===== src/rtl/param_reg_file_sb_if.sv =====
// Bus bundle for param_reg_file_sb: read ports, writeback, reservation and scoreboard status.
interface param_reg_file_sb_if #(
   parameter int XLEN  = 32,
   parameter int DEPTH = 32,
   parameter int NREAD = 3
);
   localparam int AW = $clog2(DEPTH);

   logic [NREAD*AW-1:0]   ra;
   logic [NREAD*XLEN-1:0] rd;
   logic [NREAD-1:0]      rbusy;
   logic                  we;
   logic [AW-1:0]         wa;
   logic [XLEN-1:0]       wd;
   logic                  rsv_en;
   logic [AW-1:0]         rsv_addr;
   logic                  rsv_grant;
   logic                  flush;
   logic [AW:0]           busy_cnt;

   modport master (
      output ra, we, wa, wd, rsv_en, rsv_addr, flush,
      input  rd, rbusy, rsv_grant, busy_cnt
   );

   modport slave (
      input  ra, we, wa, wd, rsv_en, rsv_addr, flush,
      output rd, rbusy, rsv_grant, busy_cnt
   );
endinterface


===== src/rtl/param_reg_file_sb.sv =====
// Parametrised NREAD-read / 1-write register file with optional zero register,
// write-to-read bypass and a pending-write scoreboard for multi-cycle ops.
module param_reg_file_sb #(
   parameter int XLEN     = 32,
   parameter int DEPTH    = 32,
   parameter int NREAD    = 3,
   parameter int ZERO_REG = 1,
   parameter int BYPASS   = 1
) (
   input logic               clk,
   input logic               rst_n,
   param_reg_file_sb_if.slave bus
);
   localparam int AW = $clog2(DEPTH);

   logic [XLEN-1:0]       mem [DEPTH];
   logic [DEPTH-1:0]      busy;
   logic [DEPTH-1:0]      busy_nxt;
   logic [AW:0]           cnt_q;
   logic [AW:0]           cnt_nxt;
   logic                  wr_ok;
   logic                  grant;
   logic [NREAD*XLEN-1:0] rd_v;
   logic [NREAD-1:0]      rbusy_v;

   assign wr_ok = bus.we && !((ZERO_REG != 0) && (bus.wa == '0));

   // busy[0] is never set with ZERO_REG, so register 0 always grants
   assign grant = bus.rsv_en &&
                  (!busy[bus.rsv_addr] || (bus.we && (bus.wa == bus.rsv_addr)));

   always_comb begin
      busy_nxt = busy;
      if (bus.flush) begin
         busy_nxt = '0;
      end else begin
         if (wr_ok)
            busy_nxt[bus.wa] = 1'b0;
         // reservation applied after the writeback clear so it wins on a tie
         if (grant && !((ZERO_REG != 0) && (bus.rsv_addr == '0)))
            busy_nxt[bus.rsv_addr] = 1'b1;
      end
   end

   always_comb begin
      cnt_nxt = '0;
      for (int unsigned i = 0; i < DEPTH; i++)
         cnt_nxt = cnt_nxt + (AW+1)'(busy_nxt[i]);
   end

   always_ff @(posedge clk or negedge rst_n) begin
      if (!rst_n) begin
         for (int unsigned i = 0; i < DEPTH; i++)
            mem[i] <= '0;
         busy  <= '0;
         cnt_q <= '0;
      end else begin
         if (wr_ok)
            mem[bus.wa] <= bus.wd;
         busy  <= busy_nxt;
         cnt_q <= cnt_nxt;
      end
   end

   always_comb begin
      rd_v    = '0;
      rbusy_v = '0;
      for (int unsigned i = 0; i < NREAD; i++) begin
         logic [AW-1:0] a;
         a = bus.ra[i*AW +: AW];
         // gated so a bypass cannot leak write data while reset is held
         if (!rst_n || ((ZERO_REG != 0) && (a == '0))) begin
            rd_v[i*XLEN +: XLEN] = '0;
            rbusy_v[i]           = 1'b0;
         end else if ((BYPASS != 0) && bus.we && (bus.wa == a)) begin
            rd_v[i*XLEN +: XLEN] = bus.wd;
            rbusy_v[i]           = 1'b0;
         end else begin
            rd_v[i*XLEN +: XLEN] = mem[a];
            rbusy_v[i]           = busy[a];
         end
      end
   end

   assign bus.rd        = rd_v;
   assign bus.rbusy     = rbusy_v;
   assign bus.rsv_grant = grant;
   assign bus.busy_cnt  = cnt_q;
endmodule


===== src/flat_wrapper.sv =====
// flat-port wrapper written by rule: the top's interface ports become plain ports
module param_reg_file_sb_flat 
#(
   parameter int XLEN     = 32,
   parameter int DEPTH    = 32,
   parameter int NREAD    = 3,
   parameter int ZERO_REG = 1,
   parameter int BYPASS   = 1
)
  (clk, rst_n, bus_ra, bus_we, bus_wa, bus_wd, bus_rsv_en, bus_rsv_addr, bus_flush, bus_rd, bus_rbusy, bus_rsv_grant, bus_busy_cnt);
  param_reg_file_sb_if #(.XLEN(XLEN), .DEPTH(DEPTH), .NREAD(NREAD)) bus_i ();
  input logic clk;
  input logic rst_n;
  input wire logic [$bits(bus_i.ra)-1:0] bus_ra;
  input wire logic [$bits(bus_i.we)-1:0] bus_we;
  input wire logic [$bits(bus_i.wa)-1:0] bus_wa;
  input wire logic [$bits(bus_i.wd)-1:0] bus_wd;
  input wire logic [$bits(bus_i.rsv_en)-1:0] bus_rsv_en;
  input wire logic [$bits(bus_i.rsv_addr)-1:0] bus_rsv_addr;
  input wire logic [$bits(bus_i.flush)-1:0] bus_flush;
  output wire logic [$bits(bus_i.rd)-1:0] bus_rd;
  output wire logic [$bits(bus_i.rbusy)-1:0] bus_rbusy;
  output wire logic [$bits(bus_i.rsv_grant)-1:0] bus_rsv_grant;
  output wire logic [$bits(bus_i.busy_cnt)-1:0] bus_busy_cnt;
  assign bus_i.ra = bus_ra;
  assign bus_i.we = bus_we;
  assign bus_i.wa = bus_wa;
  assign bus_i.wd = bus_wd;
  assign bus_i.rsv_en = bus_rsv_en;
  assign bus_i.rsv_addr = bus_rsv_addr;
  assign bus_i.flush = bus_flush;
  assign bus_rd = bus_i.rd;
  assign bus_rbusy = bus_i.rbusy;
  assign bus_rsv_grant = bus_i.rsv_grant;
  assign bus_busy_cnt = bus_i.busy_cnt;
  param_reg_file_sb #(.XLEN(XLEN), .DEPTH(DEPTH), .NREAD(NREAD), .ZERO_REG(ZERO_REG), .BYPASS(BYPASS)) u_core (.clk(clk), .rst_n(rst_n), .bus(bus_i));
endmodule

===== config.mk =====
export PLATFORM = sky130hd
export DESIGN_NAME = param_reg_file_sb_flat
export DESIGN_NICKNAME = d
export VERILOG_FILES = /design/src/rtl/param_reg_file_sb_if.sv /design/src/rtl/param_reg_file_sb.sv /design/src/flat_wrapper.sv
export SDC_FILE = /design/constraint.sdc
export NUM_CORES = 2
export LEC_CHECK = 0
export ABC_CLOCK_PERIOD_IN_PS = 8600
export CAP_MARGIN = 20
export CORE_MARGIN = 8
export CORE_UTILIZATION = 50
export DETAILED_ROUTE_END_ITERATION = 7
export DONT_BUFFER_PORTS = 1
export GPL_TIMING_DRIVEN = 0
export PLACE_DENSITY = 0.67
export SLEW_MARGIN = 20
export SYNTH_ARGS = -nofsm -noshare
export SYNTH_HDL_FRONTEND = slang
export SYNTH_SLANG_ARGS = --single-unit

===== constraint.sdc =====
create_clock -name clk -period 8.6 [get_ports clk]
set_input_delay 0.43 -clock clk [delete_from_list [all_inputs] [get_ports clk]]
set_output_delay 0.43 -clock clk [all_outputs]
set_load 0.1 [all_outputs]

==> impl_metrics.toml <==
[status]
status = "finished clean"

[yosys]
synth_seq_area_share_pct = 39.4
synth_area_leader_cell = "dfrtp_1"
synth_simple_gate_area_share_pct = 1.84
synth_top_family_by_area = "multiplexers"
netlist_top_cells_area = "dfrtp_1 (39%), mux4_2 (23%), mux2_2 (18%)"
synthFlopType = "dfrtp_1"
synth-seq-cells = 1062
postSynthCellCount = 4841
synthAdderAreaFrac_pct = 0.860
synth.avg_cell_area_sq_um = 13.9
netlist_area_sq_mm = 0.0675
synth_top_area_share_pct = 39.4
async_flop_share_pct = 100
synth_xor_xnor_area_share_pct = 0.298
yosys_warnings = 0
synth_cell_type_count = 71
synth_edf_count = 0
synth_nets = 4935
muxShareOfSynthArea_pct = 45.8
synth_compound_area_share_pct = 7.89

[sta]
clock.fmax_ghz = 0.141
setup_viol_count_final = 0
slew_violations = 0
post-route-period-util_pct = 82.7
tns_ns = 0
period_minus_slack_ns = 7.11
holdWs_ns = 0.0696
relSlewSlack_pct = 11.5
rsz0062_at_grt = "false"
worstMarginPinSlew_ns = 1.33
clock_skew_ns = 0.00714
hold_viol = 0
setup_slack_ns = 1.49

[global_routing]
grt_pass1_wl_um = 395000
grt_antenna_before_repair = 14
grt-busiest-layer = "met2"
grt_use_met3_pct = 16.1
first_global_vias = 51600
grt_max_degree = 187
grt_usage_pct = 38.2
gr-total-overflow = 0
met1_usage_pct = 46.4
globalRouteMet2Util_pct = 55.1

[power_and_ir_drop]
irDropWorstVdd_mv = 0.178
cellLeakagePower_nw = 31.7
powerDensity_mw_per_mm2 = 223

[clocking]
clk_pin_slew_worst_paths_ns = 0.06
cts_resized = 0
cts_root_buf = "clkbuf_16"
worstSkewPairLatency_ns = 0.76
cts_made_buffers = 119
cts_tree = "done"
h-tree-depth = 3
cts_sinks = 1062
cts_buffer_depth = 3
cts_setup_buffers = 0

[finish]
fill_cells = 11100
area_growth_pct = 10.8
utilization_pct = 55.5
final_layout_size_suffix_gt1_share_pct = 44.1
final_nets = 5106

[setup_path]
crit_path_cell_trace = "clkbuf_1, nand3b_1, nor2_1, clkbuf_1, o32a_1, fa_1, fa_1, inv_1, fa_1, inv_1, fa_1, fa_1, fa_1, inv_1, fa_1, fa_1, a21o_1, a21oi_1, xnor2_1"
worst_setup_path_start_kind = "input pin"
crit_end = "u_core.bus.busy_cnt[4]"
worstPathArrival_ns = 7.78
cp_num_cells = 19
rr_startpoint = "u_core.busy[4]"
critPathMaxStageDelay_ns = 0.91
crit_required_ns = 9.27
path_max_fanout = 10
cpMostUsedCell = "fa_1"
crit_path_top_delay_cell = "clkbuf_1"
r2r_end = "u_core.bus.busy_cnt[4]"
r2r_cells = 21
cpLargestDelayFamily = "adder cells"
endpoint_kind = "register"
crit_start = "bus_we"
crit_type = "input pin to register"
worst-path-buf-inv = 5
rrSetupSlack_ns = 1.53

[die]
die_h_um = 383
pin_count = 168
dieArea_sq_mm = 0.147
die_w_um = 383
core_sq_mm = 0.135
num_rows = 135
initial_core_util_pct = 50.1

[run]
max-cap-violations = 0

[placed_design]
gp_congestion = 1.03
dpl_worst_slack_ns = 0.975
hpwl_um = 202000
io_buffers = 0

[min_path]
holdCritPathClass = "input pin to async pin"

[routing]
drt-initial-drc-count = 7964
wl_per_cell_um = 41.6
avgViaCountPerCell = 7.55
num_vias = 52100
ant_nets = 0
wl_um = 287000
drc_errors = 0
dr.pass1.iters = 7
==> cells in the final DEF, fill, tap and decap left out, types with 14 or more instances in the layout <==
cell and n:
a211o_1 66, a21oi_1 228, a221o_1 62, a221oi_1 65, a22oi_1 65, and3_1 33
buf_1 49, buf_2 177, buf_4 27, clkbuf_1 287, clkbuf_16 121, clkbuf_2 34
clkbuf_8 27, clkinv_2 24, dfrtp_1 1062, diode_2 17, dlygate4sd3_1 33, fa_1 24
inv_1 45, mux2_2 1050, mux2i_1 344, mux4_2 689, nand2_1 37, nand3_1 27
nor2_1 33, nor2_2 28, nor2b_1 40, o21ai_0 115, o21ai_1 40, o21bai_1 33
o221ai_1 39, o32ai_1 14, xor2_1 17
==> final cells by class <==
class	count	area, sq um	area share, %
Clock inverter	47	588	0.786
Sequential cell	1062	26600	35.5
Timing Repair Buffer	50	672	0.898
Tap cell	1781	2230	2.98
Clock buffer	168	3470	4.65
Antenna cell	17	42.5	0.0569
Inverter	48	180	0.241
Multi-Input combinational cell	3168	38400	51.4
Buffer	563	2580	3.45
==> flip-flops by register name (all words and copies together) (netlist names) <==
register and count:
u_core.bus.busy_cnt 6, u_core.busy 32, u_core.mem 1024
==> repair_timing <==
| item | in CTS | in global routing |
|---|---|---|
| endpoints found under the hold margin | 211 | 0 |
| endpoints found under the setup margin | 0 | 0 |
| hold buffers | 33 | 0 |
==> cells by family (layout without fill, tap and decap cells) <==
logic type,after synthesis,count (layout)
compound gates,780,780
fa+ha+maj,32,32
flops,1062,1062
buf+inv,611,876
mux,2093,2093
other cells,0,17
xor+xnor,23,23
simple gates,240,240
==> through the flow <==
stage	cell area (sq um)	power, W	std cells
after floorplan	67500	0.00990	4841
after global placement	69700	0.0109	6622
after detailed placement	70300	0.0112	6637
after CTS	74700	0.0165	6885
after global routing	74700	0.0172	6888
final	74800	0.0167	6904
==> where the power goes <==
group,switching (W),internal [W],total [W]
Combinational,0.00223,0.00223,0.00446
Sequential,0.000921,0.00592,0.00684
Clock,0.00228,0.00313,0.00541
==> synthesized netlist by cell type (all sizes together), types with 6 or more instances <==
cell	number
a21oi	228
a31oi	6
a221oi	65
xnor2	6
dfrtp	1062
a211o	66
ha	8
o32a	11
and3	33
buf	261
xor2	17
o21bai	33
a22oi	65
o21ai	156
clkbuf	302
nand2	37
a221o	62
mux4	689
mux2i	344
nor2	69
o221ai	39
o32ai	14
o22ai	6
mux2	1060
nor2b	40
inv	46
o21a	11
nand3	28
fa	24
==> routing by layer <==
layer	vias to the layer above	routed length (um)
met5	-	539
met2	4207	122000
met1	27200	101000
met4	10	23800
met3	1205	39600
li1	19500	-
==> worst reg2reg max path: stages, from the launching register on <==
cell and delay, ns:
dfrtp_1 0.45, mux2_2 0.20, a22oi_1 0.06, a2bb2oi_1 0.17
o21ai_1 0.63, a2bb2oi_2 0.43, buf_2 0.34, o32a_1 0.21
fa_1 0.46, fa_1 0.52, inv_1 0.06, fa_1 0.52
inv_1 0.07, fa_1 0.52, fa_1 0.43, fa_1 0.49
inv_1 0.05, fa_1 0.40, fa_1 0.47, a21o_1 0.20
a21oi_1 0.17, xnor2_1 0.13
==> worst min path at each step <==
stage                     start                endpoint  slack, ns
after floorplan           rst_n  u_core.bus.busy_cnt[0]       0.13
after global placement    rst_n  u_core.bus.busy_cnt[5]       0.27
after detailed placement  rst_n  u_core.bus.busy_cnt[5]       0.14
after CTS                 rst_n  u_core.bus.busy_cnt[5]       0.05
after global routing      rst_n  u_core.bus.busy_cnt[5]       0.11
final                     rst_n  u_core.bus.busy_cnt[0]       0.07
Note: power is estimated with default switching activity, not from simulation.
